`config.mk`:
```
export PLATFORM = sky130hd
export DESIGN_NAME = pc_seq_ctrl
export DESIGN_NICKNAME = d
export VERILOG_FILES = /design/src/rtl/core_pkg.sv /design/src/rtl/pc_target_gen.sv /design/src/rtl/pc_seq_ctrl.sv
export SDC_FILE = /design/constraint.sdc
export NUM_CORES = 1
export LEC_CHECK = 0
export BUFFER_PORTS_ARGS = -buffer_cell sky130_fd_sc_hd__buf_4
export CORE_MARGIN = 2
export CORE_UTILIZATION = 32
export DETAILED_ROUTE_END_ITERATION = 10
export HOLD_SLACK_MARGIN = 0.03
export MAX_ROUTING_LAYER = met4
export SLEW_MARGIN = 20
export SYNTH_ARGS = -nofsm -noshare
export SYNTH_HDL_FRONTEND = slang
export SYNTH_SLANG_ARGS = --single-unit
```
`constraint.sdc`:
```
create_clock -name clk -period 5 [get_ports clk]
set_clock_uncertainty 0.1 [all_clocks]
set_input_delay 1 -clock clk [delete_from_list [all_inputs] [get_ports clk]]
set_output_delay 1 -clock clk [all_outputs]
set_load 0.005 [all_outputs]
```
`src/rtl/core_pkg.sv`:
```
// Shared RV32I front-end definitions: PC redirect command encodings and fetch sequencer states.
package core_pkg;

  localparam int unsigned XLEN = 32;

  typedef enum logic [1:0] {
    PC_SEQ    = 2'd0,
    PC_JUMP   = 2'd1,
    PC_BRANCH = 2'd2,
    PC_RSVD   = 2'd3
  } pc_c_e;

  typedef enum logic [1:0] {
    FETCH = 2'd0,
    WAIT  = 2'd1,
    HOLD  = 2'd2,
    FLUSH = 2'd3
  } fetch_state_e;

endpackage

```
`src/rtl/pc_target_gen.sv`:
```
// Combinational redirect target: absolute jump or PC-relative branch, word-aligned, with misalign flag.
module pc_target_gen
  import core_pkg::*;
(
  input  logic [1:0]      ju_pc_c_i,
  input  logic [XLEN-1:0] ju_target_i,
  input  logic [12:0]     ju_imm_i,
  input  logic [XLEN-1:0] ju_pc_i,
  output logic            redirect_o,
  output logic [XLEN-1:0] target_o,
  output logic            misalign_o
);

  logic [XLEN-1:0] raw;

  always_comb begin
    raw        = '0;
    redirect_o = 1'b0;
    case (ju_pc_c_i)
      PC_JUMP: begin
        raw        = {ju_target_i[XLEN-1:1], 1'b0};
        redirect_o = 1'b1;
      end
      PC_BRANCH: begin
        raw        = ju_pc_i + {{19{ju_imm_i[12]}}, ju_imm_i};
        raw[0]     = 1'b0;
        redirect_o = 1'b1;
      end
      default: begin
        raw        = '0;
        redirect_o = 1'b0;
      end
    endcase
    // Misaligned targets are still taken, just forced onto a word boundary.
    misalign_o = redirect_o & raw[1];
    target_o   = {raw[XLEN-1:2], 2'b00};
  end

endmodule

```
`src/rtl/pc_seq_ctrl.sv`:
```
// PC sequencer and instruction fetch controller: req/ack fetch, decode hand-off, redirect flush.
module pc_seq_ctrl
  import core_pkg::*;
#(
  parameter logic [31:0] RESET_PC     = 32'h0000_0000,
  parameter int unsigned FLUSH_CYCLES = 2
) (
  input  logic        clk,
  input  logic        rst,
  input  logic [1:0]  ju_pc_c,
  input  logic [31:0] ju_target,
  input  logic [12:0] ju_imm,
  input  logic [31:0] ju_pc,
  input  logic        stall_in,
  output logic        imem_req,
  output logic [31:0] imem_addr,
  input  logic        imem_ack,
  input  logic [31:0] imem_rdata,
  output logic [31:0] pc_out,
  output logic [31:0] instr_out,
  output logic        instr_valid,
  output logic        flush_out,
  output logic        misalign
);

  localparam logic [2:0] FLUSH_LOAD = 3'(FLUSH_CYCLES);

  fetch_state_e state_q, state_d;
  logic [31:0]  pc_q, pc_d;
  logic         req_q, req_d;
  logic [31:0]  addr_q, addr_d;
  logic [31:0]  pc_out_q, pc_out_d;
  logic [31:0]  instr_q, instr_d;
  logic         valid_q, valid_d;
  logic         flush_q, flush_d;
  logic         mis_q, mis_d;
  logic [2:0]   cnt_q, cnt_d;
  logic         drop_q, drop_d;

  logic         redirect;
  logic [31:0]  target;
  logic         target_mis;
  logic         ack_seen;

  pc_target_gen u_target (
    .ju_pc_c_i   (ju_pc_c),
    .ju_target_i (ju_target),
    .ju_imm_i    (ju_imm),
    .ju_pc_i     (ju_pc),
    .redirect_o  (redirect),
    .target_o    (target),
    .misalign_o  (target_mis)
  );

  assign ack_seen = req_q & imem_ack;

  always_comb begin
    state_d  = state_q;
    pc_d     = pc_q;
    req_d    = req_q;
    addr_d   = addr_q;
    pc_out_d = pc_out_q;
    instr_d  = instr_q;
    valid_d  = valid_q;
    flush_d  = flush_q;
    mis_d    = 1'b0;
    cnt_d    = cnt_q;
    drop_d   = drop_q;

    if (redirect) begin
      pc_d    = target;
      cnt_d   = FLUSH_LOAD;
      state_d = FLUSH;
      valid_d = 1'b0;
      flush_d = 1'b1;
      mis_d   = target_mis;
      // An in-flight fetch must still complete on the bus; remember to discard it.
      if (ack_seen) begin
        req_d  = 1'b0;
        drop_d = 1'b0;
      end else if (req_q) begin
        drop_d = 1'b1;
      end
    end else begin
      case (state_q)
        FETCH: begin
          state_d = WAIT;
          // A stale request still pending keeps the bus; WAIT re-issues once it is acked.
          if (!req_q || imem_ack) begin
            req_d  = 1'b1;
            addr_d = pc_q;
            drop_d = 1'b0;
          end
        end
        WAIT: begin
          if (ack_seen) begin
            if (drop_q) begin
              drop_d = 1'b0;
              addr_d = pc_q;
            end else begin
              pc_out_d = pc_q;
              instr_d  = imem_rdata;
              valid_d  = 1'b1;
              pc_d     = pc_q + 32'd4;
              req_d    = 1'b0;
              state_d  = HOLD;
            end
          end
        end
        HOLD: begin
          if (!stall_in) begin
            valid_d = 1'b0;
            state_d = FETCH;
          end
        end
        FLUSH: begin
          if (ack_seen) begin
            req_d  = 1'b0;
            drop_d = 1'b0;
          end
          if (cnt_q <= 3'd1) begin
            cnt_d   = '0;
            flush_d = 1'b0;
            state_d = FETCH;
          end else begin
            cnt_d = cnt_q - 3'd1;
          end
        end
        default: state_d = FETCH;
      endcase
    end
  end

  always_ff @(posedge clk or posedge rst) begin
    if (rst) begin
      state_q  <= FETCH;
      pc_q     <= RESET_PC;
      req_q    <= 1'b0;
      addr_q   <= RESET_PC;
      pc_out_q <= '0;
      instr_q  <= '0;
      valid_q  <= 1'b0;
      flush_q  <= 1'b0;
      mis_q    <= 1'b0;
      cnt_q    <= '0;
      drop_q   <= 1'b0;
    end else begin
      state_q  <= state_d;
      pc_q     <= pc_d;
      req_q    <= req_d;
      addr_q   <= addr_d;
      pc_out_q <= pc_out_d;
      instr_q  <= instr_d;
      valid_q  <= valid_d;
      flush_q  <= flush_d;
      mis_q    <= mis_d;
      cnt_q    <= cnt_d;
      drop_q   <= drop_d;
    end
  end

  assign imem_req    = req_q;
  assign imem_addr   = addr_q;
  assign pc_out      = pc_out_q;
  assign instr_out   = instr_q;
  assign instr_valid = valid_q;
  assign flush_out   = flush_q;
  assign misalign    = mis_q;

endmodule
```
---- Word level (Yosys, flattened, before mapping) ----
Cells that the tools add are included.
cells by class
  add/subtract/negate cells ............... 3
  magnitude comparators ................... 1
  equality and inequality tests ........... 16
  mux-type cells .......................... 40
  bitwise gates (word level) .............. 4
  reduce and logical (&&, ||, !) cells .... 21
operator list
  cell                                                                      count
  32-bit 2-to-1 mux                                                         7
  32-bit one-hot mux with 2 select lines                                    2
  32-bit by 3-bit adder with 32-bit output (second input constant)          1
  32-bit adder                                                              1
  4-bit AND reduction                                                       5
  1-bit 2-to-1 mux                                                          19
  3-bit inequality test (second input constant)                             5
  2-bit 2-to-1 mux                                                          5
  2-bit nonzero test                                                        5
  3-bit 2-to-1 mux                                                          3
  2-bit one-hot mux with 4 select lines                                     1
  2-bit == test (second input constant)                                     3
  2-bit inequality test (second input constant)                             3
  3-bit nonzero test                                                        2
  5-bit AND reduction                                                       1
  2-bit by 1-bit == test with 1-bit output (second input constant)          2
  1-bit one-hot mux with 2 select lines                                     2
  4-bit nonzero test                                                        1
  2-bit OR reduction                                                        2
  3-bit by 1-bit <= comparator with 1-bit output (second input constant)    1
  3-bit by 1-bit inequality test with 1-bit output (second input constant)  1
  3-bit by 2-bit inequality test with 1-bit output (second input constant)  1
  1-bit one-hot mux with 3 select lines                                     1
  3-bit AND reduction                                                       1
  8 further kinds                                                           10
storage, ports and cells
  bits in registers ....................... 138
  input port bits ......................... 115
  output and inout port bits .............. 100
  word-level logic and storage cells ...... 96

---- Longest topological paths before layout ----
Gate-level depths: netlist (run 1).
  depth after elaboration ................. 5
  depth in mapped cells ................... 10
  depth with buffers taken out ............ 10

---- Cells and area by module ----
Synthesis (run 1) repeated with hierarchy kept, for this count alone.
second synthesis, totals
  cells, all modules ...................... 831
  area, all modules ....................... 8,204.1 um^2
modules (own cells, without submodules)
  module         times used  cells each  area each (um^2)  sequential area each (um^2)
  pc_seq_ctrl    1           497         5,989.5           3,453.3
  pc_target_gen  1           334         2,214.6           0.0

---- Worst setup path before layout (run 1) ----
OpenSTA, ideal clock, no wires.
  kind .................................... input port to flip-flop
  start point ............................. input ju_imm[0]
  end point ............................... register pc_q[30]
  setup time .............................. 0.119 ns
  arrival ................................. 3.174 ns
  required time ........................... 4.781 ns
  setup slack ............................. 1.608 ns
  stages on the path ...................... 10
  path buffers ............................ 0
  cells stage by stage .................... and2_1 > fa_1 > a21o_1 > a221oi_2 > o21ai_2 > a22o_1 > o311ai_4 > a21boi_1 > mux2i_1 > a21bo_1
on the way
  cells in the longest elaborated chain, start to end .. 3
RTL lines
  what                                    line                 text
  start, declared                         pc_seq_ctrl.sv:12    input logic [12:0] ju_imm,
  32-bit adder                            pc_target_gen.sv:25  raw = ju_pc_i + {{19{ju_imm_i[12]}}, ju_imm_i};
  32-bit one-hot mux with 2 select lines  pc_target_gen.sv:19  case (ju_pc_c_i)
  32-bit 2-to-1 mux                       pc_seq_ctrl.sv:70    if (redirect) begin
  end signal, assigned                    pc_seq_ctrl.sv:149   pc_q <= pc_d;
  end, declared                           pc_seq_ctrl.sv:29    logic [31:0] pc_q, pc_d;
No other way between the ends.
A chain may end at the register's enable or synchronous reset.

---- Worst setup path in the final report (run 1) ----
Same ends and word-level chain as after synthesis.

==> metrics, run 1 <==
total grt overflow 0; global-route wire length before repair between 30 and 40 mm; top cells by count, synth 132 x dfrtp_1, 89 x mux2_2, 49 x a21oi_1; reg2reg setup slack ~2.1 ns; most frequent cell after synthesis dfrtp_1; Max VDD drop approximately 0.24 mV; flops & latches, synth around 130; layout cells sized above 1 37.8%; CTS Hold Buffers Added 0; Net Sw Frac 31.2%; area leader, netlist dfrtp_1; Tcrit/Tclk final 67.2%; Mapped Cells 736; CTS clk-pin slew, worst paths 0.06 ns; sequential fraction of design power about two fifths; CTS tree yes; post-DR vias/cell 5.10; Worst-Margin Slew slightly above 0.9 ns; clock buffer count from CTS 17; WS Path Type in -> reg; H-tree levels 4; I/O Pins 215; Max Slew Vio Count 0; Hold WC Path Type reg -> reg; Setup crit end pc_q[30]; postcts setup bufs 0; Die X ~160 um; CTS Buffer Depth 2; drt wl/cell around 17 um; largest net degree at the start of global routing 104; ant diodes 0; max_cap viols 0; first drt pass iteration count 5; mean area per synthesized cell around 10 um^2; Routed Antenna Nets 0; minimum clock period between 3 and 4 ns; reg2reg path depth 5; crit-path max cell delay between 0.3 and 0.4 ns; Via Count ~6400; Startpoint Class primary input; Synth area leaders dfrtp_1 43%, mux2_2 13%, ha_1 5.7%, a21oi_1 3.2%, xnor2_1 3.1%; slowest stage cell on the critical path fa_1; sequence of cells on the critical path buf_4 -> and2_1 -> fa_1 -> a21o_1 -> a221oi_2 -> o21ai_2 -> a22o_1 -> o311ai_4 -> a21boi_1 -> mux2i_1 -> a21bo_1; yosys warns 0; Fin. Hold Viols 0; Post-Route WL 21.8 mm; worst setup path start ju_imm[0]; vias in the first global route 6322; die area around 25000 um^2; R2R Path End instr_out[12]; status completed; sequential area share after synthesis between 40% and 50%; Switching Power about 0.0012 W; CP endpoint kind flip-flop; fmax just under 300 MHz; post-cts resize count 0; power per cell area about 380 nW/um^2; arrival time at the worst endpoint 3.56 ns; core area around 24000 um^2; DP HPWL approximately 17 mm; 1st-iter DRT viols between 300 and 400; Syn Std Cell Area between 7000 and 8000 um^2; setup tns final 0 ns; Final Net Count about 1100; CP bufs+invs 1; number of port buffers around 210; internal power 0.00263 W; die height 159 um; synthesis-to-layout area growth 31.3%; Slew HR between 30% and 40%; combinational power share between 20% and 30%; worst-skew pair later-pin latency ~0.41 ns; Synth Flop Type dfrtp_1; RSZ-0062 raised after global routing no; Final GP Congestion a little under 0.9; CTS root buffer clkbuf_16; leak pwr 4.85 nW; site row count 56; Worst R2R Start state_q[1]; required time of the critical path between 5 and 6 ns; Clock power frac between 30% and 40%; total track usage around 18%; Initial Util 32.7%; final worst hold slack approximately 0.39 ns; antenna violations before repair 0; Critical Path Fanout Max 5; FFs w/ async S/R, synth 100%; Top delay family on crit path compound AO/OA/AOI/OAI gates; synth unique cells around 80; DRC viols 0; final setup vio count 0; critical path depth 11; Post-synth EDFFs 0; top cell type's share of synthesized area 42.9%; CTS Sinks between 100 and 150
[state kept, by name (all words and copies together), names as in the netlist]
name,count
imem_req,1
imem_addr,30
instr_valid,1
pc_q,30
cnt_q,3
drop_q,1
pc_out,30
flush_out,1
misalign,1
instr_out,32
state_q,2
[through the flow]
stage               std cells  utilization (%)  cell area (um^2)  setup slack [ns]  total power (W)
floorplan                 739                -              7710             0.374          0.00208
global placement         1223             40.4              9520              1.26          0.00261
detailed placement       1223             40.4              9520              1.24          0.00264
CTS                      1255             42.9             10100              1.67          0.00387
global route             1255             42.9             10100              1.54          0.00406
finish                   1255             42.9             10100              1.64          0.00382
[logic make-up after synthesis]
kind of cell | count (synthesis) | synth area share (%)
xor gates and xnor gates | 47 | 5.35
adders and majority gates | 36 | 5.95
buffers and inverters | 66 | 3.58
AOI/OAI and AO/OA | 193 | 17.5
other | 1 | 0.0487
muxes | 91 | 13.3
DFF | 132 | 42.9
and+or+nand+nor | 170 | 11.4
[routing by layer]
metal	wire [um]	part of all wire [%]	GRT usage, %	vias to the layer above
met2	9700	44	25.8	221
met5	0	0	-	-
li1	-	-	-	3093
met3	1180	5.4	3.33	22
met4	287	1.3	4.42	0
met1	10700	49	25.1	3069
[power groups by stage]
stage | Sequential, W | Clock (W) | Combinational, W
after floorplan | 0.00147 | 0 | 0.000606
after global placement | 0.00154 | 0 | 0.00107
after detailed placement | 0.00155 | 0 | 0.00109
after CTS | 0.00154 | 0.00124 | 0.00109
after global routing | 0.00157 | 0.00129 | 0.00119
final | 0.00153 | 0.00121 | 0.00108
[tightest hold or removal path: cells and delay by family, from the launching register on]
kind / cells / cell delay [ns]
flip-flops: 1 / 0.35
AO/OA/AOI/OAI: 1 / 0.06
AND/OR/NAND/NOR: 1 / 0.05
[how the worst min path moves through the flow]
stage | startpoint | endpoint | depth (start not counted)
6_report | pc_out[6] | pc_out[6] | 2
5_1_grt | pc_out[22] | pc_out[22] | 2
4_1_cts | pc_out[6] | pc_out[6] | 2
3_5_place_dp | pc_out[6] | pc_out[6] | 2
3_3_place_gp | pc_out[6] | pc_out[6] | 2
2_1_floorplan | pc_out[22] | pc_out[22] | 2
[layout by cell type, fill, tap and decap left out, types with 7 or more instances in the layout]
master     synthesis  final
buf_4              4    214
dfrtp_1          132    132
mux2_2            89     89
a21oi_1           49     49
nand2_1           46     45
o21ai_0           37     37
ha_1              35     34
nor2_1            31     31
xnor2_1           27     27
nand4_1           21     21
nand3_1           20     20
xor2_1            20     20
clkbuf_16          0     17
inv_1             17     16
a21o_1            15     15
a221oi_1          14     14
a22oi_1           11     11
nor3_1             8      8
a31oi_1            8      8
and3_1             7      7
o21ai_1            7      7
[final cells by class]
| type | count | area, um^2 |
|---|---|---|
| clock inverters | 15 | 156 |
| inverters | 17 | 68.8 |
| well taps | 319 | 399 |
| multi-input cells | 541 | 4150 |
| repair buffers | 214 | 1610 |
| clock buffers | 17 | 425 |
| fillers | 2294 | 13400 |
| flip-flops and latches | 132 | 3300 |
(Power assumes the default switching activity.)
==> inputs of run 2 (changes only) <==
clock period = 2.75 ns   (was 5 ns; I/O delays follow)
==> metrics, run 2 (same netlist as run 1, synthesis figures left out) <==
crit-path max cell delay roughly 0.37 ns; total track usage between 10% and 20%; I/O Pins roughly 220; CTS Buffer Depth 2; Max VDD drop between 0.4 and 0.5 mV; sequence of cells on the critical path buf_4 -> ha_1 -> and3_1 -> a21bo_1 -> buf_4 -> a21o_1 -> a31oi_1 -> a31oi_1 -> or3b_1 -> a32oi_1 -> a31o_1; Fin. Hold Viols 0; largest net degree at the start of global routing 133; CTS tree yes; number of port buffers ~210; total grt overflow 0; minimum clock period 2.60 ns; Hold WC Path Type in -> async; Worst-Margin Slew slightly above 0.7 ns; H-tree levels 4; CTS clk-pin slew, worst paths 0.06 ns; Final Net Count approximately 1200; CTS root buffer clkbuf_16; core area about 24000 um^2; postcts setup bufs 0; RSZ-0062 raised after global routing no; critical path depth 11; combinational power share 30.9%; worst-skew pair later-pin latency 0.42 ns; sequential fraction of design power 37.7%; clock buffer count from CTS 17; first drt pass iteration count 5; most frequent cells in the layout 309 x buf_4, 131 x dfrtp_1, 89 x mux2_2; Initial Util approximately a third; Post-Route WL 21.8 mm; Tcrit/Tclk final a little over nine tenths; CTS Sinks approximately 130; Net Sw Frac a little under a third; arrival time at the worst endpoint roughly 2.9 ns; vias in the first global route ~6700; R2R Path End pc_q[30]; Slew HR about half; global-route wire length before repair approximately 35 mm; die height 159 um; DRC viols 0; Largest register FFs 32; Worst R2R Start pc_q[3]; status completed; antenna violations before repair 0; reg2reg path depth 9; Critical Path Fanout Max 2; required time of the critical path 3.02 ns; ant diodes 0; DP HPWL between 15 and 20 mm; leak pwr around 5.4 nW; Post-Place Cells around 1300; setup tns final 0 ns; WS Path Type in -> reg; worst setup path start ju_imm[3]; commonest non-fill, non-tap cell in the layout buf_4; reg2reg setup slack roughly 0.25 ns; Filler cells roughly 2300; Final GP Congestion 0.868; Top delay family on crit path compound AO/OA/AOI/OAI gates; max_cap viols 0; Switching Power between 0.002 and 0.0025 W; post-DR vias/cell 4.95; die area about 25000 um^2; Die X approximately 160 um; fmax 384 MHz; Startpoint Class primary input; CP bufs+invs 2; Max Slew Vio Count 0; synthesis-to-layout area growth 42.1%; 1st-iter DRT viols ~360; Via Count ~6700; CP endpoint kind flip-flop; power per cell area around 650 nW/um^2; final setup vio count 0; site row count between 50 and 60; Routed Antenna Nets 0; drt wl/cell approximately 16 um; internal power about 0.0050 W; layout cells sized above 1 44.5%; non-filler cells, final 1352; Setup crit end pc_q[17]; Clock power frac about a third; slowest stage cell on the critical path or3b_1
## run 2: changes by cell type in the layout (fill, tap and decap cells not counted), sizes merged
cell / change
buf: +98
clkbuf: +2
clkinv: -1
inv: -2
## run 2: worst min-delay path, stage by stage
cell        delay (ns)
buf_4             0.12
clkinvlp_4        0.07
buf_12            0.50
## run 2: cell type report
type	count	area [um^2]	area share (%)
well taps	319	399	3.65
multi-input cells	541	4200	38.4
clock buffers	19	453	4.14
inverters	17	67.6	0.618
repair buffers	312	2380	21.8
clock inverters	12	131	1.20
flip-flops and latches	132	3300	30.2
## run 2: per-layer routing
layer / vias up / global-route usage [%] / wire [um]
met3: 22 / 2.89 / 961
met1: 3181 / 24.4 / 10700
li1: 3285 / - / -
met4: 0 / 5.25 / 299
met2: 198 / 27.4 / 9820
met5: - / - / 0
## run 2: worst min-delay path by stage
stage / start / endpoint / slack (ns) / cells past startpoint
final: rst / instr_out[10] / 0.22 / 3
after global routing: imem_ack / imem_req / 0.23 / 2
after CTS: imem_ack / imem_req / 0.23 / 2
after detailed placement: pc_out[22] / pc_out[22] / 0.38 / 2
after global placement: pc_out[22] / pc_out[22] / 0.37 / 2
after floorplan: pc_out[22] / pc_out[22] / 0.37 / 2
## run 2: power groups by stage
stage	sequential [W]	clock, W	combinational [W]
5_1_grt	0.00276	0.00238	0.00242
6_report	0.00269	0.00224	0.00221
3_3_place_gp	0.00271	0	0.00219
2_1_floorplan	0.00268	0	0.00111
3_5_place_dp	0.00273	0	0.00221
4_1_cts	0.00270	0.00230	0.00222
## run 2: stage by stage
stage	hold slack [ns]	area, um^2	setup slack [ns]	utilization [%]	total power [W]
after floorplan	0.373	7770	-0.0156	-	0.00379
after global placement	0.370	10300	-0.282	43.9	0.00490
after detailed placement	0.377	10300	-0.281	43.9	0.00494
after CTS	0.226	10900	0.161	46.4	0.00722
after global routing	0.226	10900	0.000434	46.4	0.00756
final	0.223	10900	0.148	46.4	0.00714
## run 2: what timing repair did
action,CTS,global route
gates resized for setup,0,2
setup endpoints to repair,0,2
hold buffers,0,0
==> inputs of run 3 (changes only) <==
ABC_CLOCK_PERIOD_IN_PS = 2750   (was not set)
CELL_PAD_IN_SITES_DETAIL_PLACEMENT = 1   (was not set)
CELL_PAD_IN_SITES_GLOBAL_PLACEMENT = 2   (was not set)
CORE_UTILIZATION = 29   (was 32)
PLACE_DENSITY_LB_ADDON = 0.1   (was not set)
SLEW_MARGIN = 25   (was 20)
==> metrics, run 3 (same netlist as run 1, synthesis figures left out) <==
status completed; most frequent cells in the layout 318 x buf_4, 132 x dfrtp_1, 89 x mux2_2; arrival time at the worst endpoint 2.83 ns; CTS Buffer Depth 2; placed standard-cell area between 10000 and 15000 um^2; post-DR vias/cell between 4 and 5; Final Net Count roughly 1200; number of port buffers around 210; slowest stage cell on the critical path o311a_1; Via Count a little under 7000; worst-skew pair later-pin latency 0.41 ns; Routed Antenna Nets 0; minimum clock period about 2.7 ns; CTS Sinks 132; Startpoint Class primary input; Filler cells ~2900; Initial Util between 20% and 30%; Final GP Congestion 0.826; final setup vio count 0; largest net degree at the start of global routing 133; CTS Hold Buffers Added 0; max_cap viols 0; Largest register FFs 32; total grt overflow 0; final worst hold slack 0.246 ns; Hold WC Path Type in -> async; PnR Total Power 0.00744 W; clock buffer count from CTS 17; first drt pass iteration count 4; leak pwr approximately 5.4 nW; Top delay family on crit path compound AO/OA/AOI/OAI gates; crit-path max cell delay 0.35 ns; area occupied by multi-input gates roughly 4300 um^2; fmax between 300 and 400 MHz; DRC viols 0; I/O Pins 215; core area 26100 um^2; 1st-iter DRT viols roughly 290; total track usage between 10% and 20%; required time of the critical path about 2.9 ns; DP HPWL between 15 and 20 mm; global-route wire length before repair 40.5 mm; die height around 170 um; H-tree levels 4; vias in the first global route between 7000 and 8000; site row count 59; R2R Path End pc_q[31]; Tcrit/Tclk final a little over nine tenths; die area 27900 um^2; Worst R2R Start pc_q[2]; reg2reg path depth 9; Max VDD drop between 0.3 and 0.4 mV; Fin. Hold Viols 0; CTS clk-pin slew, worst paths roughly 0.060 ns; Max Slew Vio Count 0; sequence of cells on the critical path buf_6 -> ha_4 -> and4_4 -> and3_4 -> and2_0 -> a32o_2 -> o2111a_1 -> o311a_1 -> a221oi_2 -> a311oi_1; WS Path Type in -> reg; Worst-Margin Slew 0.717 ns; CP bufs+invs 1; final non-filler cell area roughly 11000 um^2; CTS tree yes; drt wl/cell between 15 and 20 um; power per cell area about 660 nW/um^2; Slew HR roughly 52%; reg2reg setup slack approximately 0.19 ns; synthesis-to-layout area growth 45.8%; Die X about 170 um; ant diodes 0; antenna violations before repair 0; Seq. cell area 3300 um^2; setup tns final 0 ns; layout cells sized above 1 roughly 46%; Post-Route WL 24.8 mm; Critical Path Fanout Max 12; worst setup path start ju_imm[12]; CTS root buffer clkbuf_16; CP endpoint kind flip-flop; RSZ-0062 raised after global routing no; commonest non-fill, non-tap cell in the layout buf_4
## run 3: power by group
group          internal (W)  switching [W]  leakage (nW)
clock               0.00148       0.000918         0.305
sequential          0.00237       0.000341          1.73
combinational       0.00128        0.00105          3.40
## run 3: how the worst max path moves through the flow
stage	slack [ns]	cells after the start	end
global route	0.005	10	pc_q[29]
floorplan	-0.02	10	pc_q[30]
CTS	0.02	12	pc_q[22]
detailed placement	-0.42	12	pc_q[22]
global placement	-0.43	12	pc_q[22]
finish	0.09	10	pc_q[29]
## run 3: through the flow
step | setup slack, ns | instances | util [%]
final | 0.0929 | 1380 | 43.1
after global routing | 0.00455 | 1380 | 43.1
after floorplan | -0.0156 | 739 | -
after CTS | 0.0183 | 1379 | 42.5
after global placement | -0.433 | 1347 | 40.1
after detailed placement | -0.420 | 1347 | 40.1
## run 3: area by class of cell
cell class / instances / area share, %
multi-input combinational: 541 / 38.6
sequential: 132 / 29.4
timing repair buffer: 323 / 22.1
clock buffer: 18 / 3.91
tap: 335 / 3.73
clock inverter: 14 / 1.67
inverter: 17 / 0.602
## run 3: routing by layer
metal  up-vias  wire (um)  track usage, %
li1       3294          -               -
met5         -          0               -
met1      3376      11800            25.2
met2       162      11700            29.1
met4         0        271            4.57
met3        18       1020            2.35
## run 3: worst reg2reg max path: cells and delay by family, from the launching register on
kind / cells / cell delay (ns)
xor+xnor: 1 / 0.19
simple gates: 5 / 1.24
compound gates: 2 / 0.34
flops: 1 / 0.40
buf+inv: 1 / 0.15
## run 3: timing repair
| action | 4_1_cts | 5_1_grt |
|---|---|---|
| buffers inserted | 0 | 1 |
| endpoints found under the setup margin | 0 | 5 |
| resized for setup | 0 | 15 |
